[config.mk]
export PLATFORM = sky130hd
export DESIGN_NAME = top_el_top
export DESIGN_NICKNAME = d
export VERILOG_FILES = /design/src/rtl/top_el_pkg.sv /design/src/rtl/top_el_top_memory.sv /design/src/rtl/top_el_top.sv
export SDC_FILE = /design/constraint.sdc
export NUM_CORES = 1
export LEC_CHECK = 0
export ABC_AREA = 1
export CORE_ASPECT_RATIO = 0.8
export CORE_MARGIN = 5
export CORE_UTILIZATION = 64
export CTS_CLUSTER_DIAMETER = 200
export DETAILED_ROUTE_END_ITERATION = 7
export GPL_TIMING_DRIVEN = 1
export PLACE_DENSITY = 0.86
export SKIP_CTS_REPAIR_TIMING = 1
export SYNTH_ARGS = -nofsm -noshare
export SYNTH_HDL_FRONTEND = slang
export SYNTH_SLANG_ARGS = --single-unit
[constraint.sdc]
create_clock -name i_top_clk -period 5.75 [get_ports i_top_clk]
set_input_delay 0.575 -clock i_top_clk [delete_from_list [all_inputs] [get_ports i_top_clk]]
set_output_delay 0.575 -clock i_top_clk [all_outputs]
set_load 0.01 [all_outputs]
[src/rtl/top_el_pkg.sv]
// Shared definitions for the 8-bit accumulator CPU: widths, opcodes,
// controller phases, control-word layout and the ALU function.
package top_el_pkg;

    localparam int DATA_W  = 8;
    localparam int ADDR_W  = 5;
    localparam int PHASE_W = 3;
    localparam int MEM_DEPTH = 32;

    typedef enum logic [2:0] {
        OP_HLT = 3'd0,
        OP_SKZ = 3'd1,
        OP_ADD = 3'd2,
        OP_AND = 3'd3,
        OP_XOR = 3'd4,
        OP_LDA = 3'd5,
        OP_STO = 3'd6,
        OP_JMP = 3'd7
    } opcode_e;

    typedef enum logic [PHASE_W-1:0] {
        PH_INST_ADDR  = 3'd0,
        PH_INST_FETCH = 3'd1,
        PH_INST_LOAD  = 3'd2,
        PH_IDLE       = 3'd3,
        PH_OP_ADDR    = 3'd4,
        PH_OP_FETCH   = 3'd5,
        PH_ALU_OP     = 3'd6,
        PH_STORE      = 3'd7
    } phase_e;

    typedef struct packed {
        logic sel;
        logic rd;
        logic ld_ir;
        logic halt;
        logic inc_pc;
        logic ld_ac;
        logic ld_pc;
        logic wr;
        logic data_e;
    } ctrl_t;

    // Opcodes that read an operand from memory and update the accumulator.
    function automatic logic is_alu_op(opcode_e op);
        return (op == OP_ADD) || (op == OP_AND) || (op == OP_XOR) || (op == OP_LDA);
    endfunction

    // Accumulator next value; opcodes without an ALU role pass AC through.
    function automatic logic [DATA_W-1:0] alu_fn(opcode_e op,
                                                 logic [DATA_W-1:0] ac,
                                                 logic [DATA_W-1:0] data);
        logic [DATA_W-1:0] res;
        case (op)
            OP_ADD:  res = ac + data;
            OP_AND:  res = ac & data;
            OP_XOR:  res = ac ^ data;
            OP_LDA:  res = data;
            default: res = ac;
        endcase
        return res;
    endfunction

endpackage

[src/rtl/top_el_top_memory.sv]
// 32x8 unified code/data memory: combinational read, synchronous write.
// Contents are deliberately not reset so a preloaded program survives reset.
module top_el_top_memory
    import top_el_pkg::*;
(
    input  logic              clk_i,
    input  logic              wr_i,
    input  logic [ADDR_W-1:0] addr_i,
    input  logic [DATA_W-1:0] wdata_i,
    output logic [DATA_W-1:0] rdata_o
);

    logic [DATA_W-1:0] array [0:MEM_DEPTH-1];

    // Store the data bus at the addressed location when the controller writes.
    always_ff @(posedge clk_i) begin
        if (wr_i) begin
            array[addr_i] <= wdata_i;
        end
    end

    assign rdata_o = array[addr_i];

endmodule

[src/rtl/top_el_top.sv]
// VeriRISC-style accumulator CPU: phase-sequenced controller, PC, IR, AC,
// ALU and the unified memory. Every instruction takes eight phases.
//
// phase | meaning
// ------+-------------------------------------------------------------
//   0   | INST_ADDR  : drive PC onto the memory address
//   1   | INST_FETCH : read instruction
//   2   | INST_LOAD  : latch instruction into IR
//   3   | IDLE       : hold IR load, instruction now decoded
//   4   | OP_ADDR    : PC+1; freeze here on HLT
//   5   | OP_FETCH   : read operand for ALU ops
//   6   | ALU_OP     : SKZ skip / JMP load / present AC for STO
//   7   | STORE      : AC update, JMP load, STO write
module top_el_top
    import top_el_pkg::*;
(
    input  logic i_top_clk,
    input  logic i_top_rst,
    output logic o_top_halt
);

    phase_e            phase_q, phase_d;
    ctrl_t             ctrl;
    logic [DATA_W-1:0] ir_q, ac_q;
    logic [ADDR_W-1:0] pc_q;
    logic [ADDR_W-1:0] mem_addr;
    logic [DATA_W-1:0] mem_rdata;
    logic [DATA_W-1:0] bus;
    logic [DATA_W-1:0] alu_res;
    opcode_e           opcode;
    logic              zero;
    logic              alu_op;

    assign opcode = opcode_e'(ir_q[7:5]);
    assign zero   = (ac_q == '0);
    assign alu_op = is_alu_op(opcode);

    // Phase register; reset aborts whatever instruction is in flight.
    always_ff @(posedge i_top_clk or negedge i_top_rst) begin
        if (!i_top_rst) begin
            phase_q <= PH_INST_ADDR;
        end else begin
            phase_q <= phase_d;
        end
    end

    // Advance one phase per clock, holding in OP_ADDR once halted.
    always_comb begin
        phase_d = phase_e'(phase_q + 3'd1);
        if (ctrl.halt) begin
            phase_d = phase_q;
        end
    end

    // Decode the control word from the current phase and opcode.
    always_comb begin
        ctrl = '0;
        case (phase_q)
            PH_INST_ADDR: begin
                ctrl.sel = 1'b1;
            end
            PH_INST_FETCH: begin
                ctrl.sel = 1'b1;
                ctrl.rd  = 1'b1;
            end
            PH_INST_LOAD, PH_IDLE: begin
                ctrl.sel   = 1'b1;
                ctrl.rd    = 1'b1;
                ctrl.ld_ir = 1'b1;
            end
            PH_OP_ADDR: begin
                ctrl.inc_pc = 1'b1;
                ctrl.halt   = (opcode == OP_HLT);
            end
            PH_OP_FETCH: begin
                ctrl.rd = alu_op;
            end
            PH_ALU_OP: begin
                ctrl.rd     = alu_op;
                ctrl.inc_pc = (opcode == OP_SKZ) && zero;
                ctrl.ld_pc  = (opcode == OP_JMP);
                ctrl.data_e = (opcode == OP_STO);
            end
            PH_STORE: begin
                ctrl.rd     = alu_op;
                ctrl.ld_ac  = alu_op;
                ctrl.ld_pc  = (opcode == OP_JMP);
                ctrl.data_e = (opcode == OP_STO);
                ctrl.wr     = (opcode == OP_STO);
            end
            default: ctrl = '0;
        endcase
    end

    assign o_top_halt = ctrl.halt;

    assign mem_addr = ctrl.sel ? pc_q : ir_q[ADDR_W-1:0];
    assign alu_res  = alu_fn(opcode, ac_q, bus);

    // Single data bus: memory drives it on reads, the accumulator on stores.
    always_comb begin
        bus = '0;
        if (ctrl.rd) begin
            bus = mem_rdata;
        end else if (ctrl.data_e) begin
            bus = ac_q;
        end
    end

    // Instruction, program counter and accumulator registers.
    always_ff @(posedge i_top_clk or negedge i_top_rst) begin
        if (!i_top_rst) begin
            ir_q <= '0;
            pc_q <= '0;
            ac_q <= '0;
        end else begin
            if (ctrl.ld_ir) begin
                ir_q <= bus;
            end
            if (ctrl.ld_pc) begin
                pc_q <= ir_q[ADDR_W-1:0];
            end else if (ctrl.inc_pc) begin
                pc_q <= pc_q + 5'd1;
            end
            if (ctrl.ld_ac) begin
                ac_q <= alu_res;
            end
        end
    end

    top_el_top_memory memory_inst (
        .clk_i   (i_top_clk),
        .wr_i    (ctrl.wr),
        .addr_i  (mem_addr),
        .wdata_i (bus),
        .rdata_o (mem_rdata)
    );

endmodule

==> impl_metrics.env <==
export IMPL_tightest_slew_ps=1120
export IMPL_worstSkewPairLatency_ps=540
export IMPL_critPathArrivalTime_ps=5450
export IMPL_fillers=1510
export IMPL_drive_gt1_share_pct=6.15
export IMPL_start_kind="flip-flop"
export IMPL_max_vdd_ir_drop_mv=0.328
export IMPL_area_delta_synth_final_pct=9.15
export IMPL_grt_pass1_wl_mm=52.8
export IMPL_synth_fp_nets=1562
export IMPL_hpwl_mm=20.0
export IMPL_synthesis_area_sq_um=13800
export IMPL_cts_root_buf="clkbuf_16"
export IMPL_io_pins=3
export IMPL_drtIter0Drc=1398
export IMPL_vias=10400
export IMPL_status="completed"
export IMPL_yosys_area_top_type="edfxtp_1"
export IMPL_rsz0062_at_grt="false"
export IMPL_maxSlewViolCount=0
export IMPL_setup_violations_final=0
export IMPL_drc_errors=0
export IMPL_portBuffers=2
export IMPL_finalSetupTns_ps=0
export IMPL_cts_made_buffers=28
export IMPL_grt_max_degree=67
export IMPL_max_slew_margin_rel_pct=24.8
export IMPL_postRouteAntennaNets=0
export IMPL_skew_ps=12.3
export IMPL_fmax_ghz=0.199
export IMPL_synth_seq_area_share_pct=60.2
export IMPL_die_area_sq_um=24600
export IMPL_leakage_nw=6.56
export IMPL_synth_warnings=0
export IMPL_clk_pin_slew_ps=60
export IMPL_synth_seq_cells=280
export IMPL_place_congestion=0.911
export IMPL_clock_path_buffers=3
export IMPL_drt_wirelength_per_cell_um=18.1
export IMPL_period_share_pct=87.2
export IMPL_layout_commonest_cell="nand2_1"
export IMPL_whs_ps=554
export IMPL_first_pass_iters=6
export IMPL_avgSynthCellArea_sq_um=8.93
export IMPL_end_kind="flip-flop"
export IMPL_synth_ff_type="edfxtp_1"
export IMPL_final_cell_mix="nand2_1 (635), inv_1 (274), edfxtp_1 (256), nand3_1 (95), nor2_1 (61)"
export IMPL_via_per_inst=5.66
export IMPL_synth_top_area_share_pct=55.8
export IMPL_place_ws_ps=872
export IMPL_die_y_um=141
export IMPL_setup_slack_ps=735
export IMPL_min_path_type="reg -> reg"
export IMPL_antenna_cells=0
export IMPL_cts_tree="built"
export IMPL_clock_sinks=280
export IMPL_grt_pass1_vias=10100
export IMPL_fin_util_pct=70.3
export IMPL_gr_usage_all_layers_pct=27.2
export IMPL_maxCapViolations=0
export IMPL_antenna_found_initial=0
export IMPL_core_area_sq_um=21400
export IMPL_start_util_pct=64.4
export IMPL_wl_mm=33.2
export IMPL_die_width_um=174
export IMPL_r2r_slack_ps=740
export IMPL_final_net_count=1559
export IMPL_synthDistinctLibCells=42
export IMPL_hold_viol_final=0
export IMPL_overflow=0
export IMPL_min_period_ps=5010
export IMPL_cp_max_fo=46
export IMPL_synth_enable_flop_cells=256
export IMPL_synthTopCellsByArea="edfxtp_1 (56%), nand2_1 (17%), inv_1 (7.5%)"
export IMPL_crit_required_ps=6190
export IMPL_power_density_nw_per_um2=273
export IMPL_ctsHtreeMaxLevel=1
export IMPL_fp_row_count=48
export IMPL_critical_path_class="reg -> reg"
export IMPL_synthArstFlopShare_pct=8.57
export IMPL_syn_inst=1543
==> where the power goes <==
group	internal (mW)	switching (mW)	leakage, nW	total [mW]
sequential	2.19	0	3.30	2.19
clock	1.14	0.769	0.474	1.91
combinational	0.000597	0.00333	2.78	0.00393
total	3.33	0.772	6.56	4.10
==> worst paths after layout <==
| kind | start | end | depth (start not counted) |
|---|---|---|---|
| min in group asynchronous | i_top_rst | ac_q[6] | 1 |
| min reg2reg | ac_q[3] | ac_q[3] | 2 |
| min | ac_q[3] | ac_q[3] | 2 |
| max in group asynchronous | i_top_rst | ir_q[4] | 1 |
| max reg2reg | phase_q[0] | ac_q[6] | 26 |
| max | phase_q[0] | ac_q[6] | 26 |
==> metrics by stage <==
stage / total power [mW] / instances / instance area, sq um
after global routing: 4.19 / 1836 / 15000
after global placement: 2.24 / 1785 / 14100
after floorplan: 2.23 / 1543 / 13800
after detailed placement: 2.24 / 1785 / 14100
final: 4.10 / 1836 / 15000
after CTS: 4.11 / 1836 / 15000
==> routing by layer <==
layer	GRT usage (%)	vias up	routed length, um
met1	37.7	4819	12900
met3	5.28	88	3950
li1	-	4844	-
met5	0	-	0
met4	8.29	0	907
met2	44.4	638	15400
==> critical path, cell delays in order, from the launching register on <==
cell and delay [ps]:
dfrtp_1 370, inv_1 110, ha_1 230, o21ai_1 300, nand2_2 340, nand2_1 210
o21ai_4 80, inv_2 320, buf_4 560, nand2_1 120, a21oi_1 300, nor2_1 90
nand3_1 190, nand2_1 120, ha_1 350, inv_1 110, o21ai_0 110, a31oi_1 280
o21bai_1 100, a21oi_1 180, nand2_1 70, nand2_1 50, o21ai_0 70, inv_1 70
nand3_1 70, nand2_1 60, inv_1 30
==> flip-flops by register name, indices dropped and copies added, names as in the netlist <==
name / cells
ac_q: 8
memory_inst.array: 256
ir_q: 8
pc_q: 5
phase_q: 3
==> area by class of cell <==
cell class	instances	area [sq um]	share of cell area [%]
sequential	280	8290	55.1
multi-input combinational	932	4230	28.1
inverter	279	1050	6.98
clock buffer	30	729	4.85
tap	275	344	2.29
clock inverter	21	230	1.53
timing repair buffer	19	173	1.15
==> synthesized netlist by cell type (2+ instances only) <==
master and instances:
inv_2 4, nand3b_1 20, o211ai_1 2, a21oi_1 11
buf_1 11, nand2_1 636, buf_2 26, ha_1 17
xor2_1 3, clkbuf_1 14, nand4_1 3, a211oi_1 2
a221oi_1 2, nand3_2 2, inv_1 274, or2_2 6
a31oi_1 5, nor4_1 4, o21ai_1 13, dfrtp_1 24
o21ai_4 4, edfxtp_1 256, nand2_2 4, o21ai_2 2
o21ai_0 21, nor3_4 6, nand3_1 96, nor2_1 61
==> kinds of logic (layout without fill, tap and decap cells) <==
family | Yosys count | after routing | share of synthesized area (%)
AO/OA/AOI/OAI | 68 | 68 | 3.20
XOR/XNOR | 4 | 4 | 0.254
adder cells (fa/ha/maj) | 17 | 17 | 1.54
buffers and inverters | 331 | 349 | 9.33
flip-flops | 280 | 280 | 60.2
AND/OR/NAND/NOR | 843 | 843 | 25.5
(Power assumes the default switching activity.)
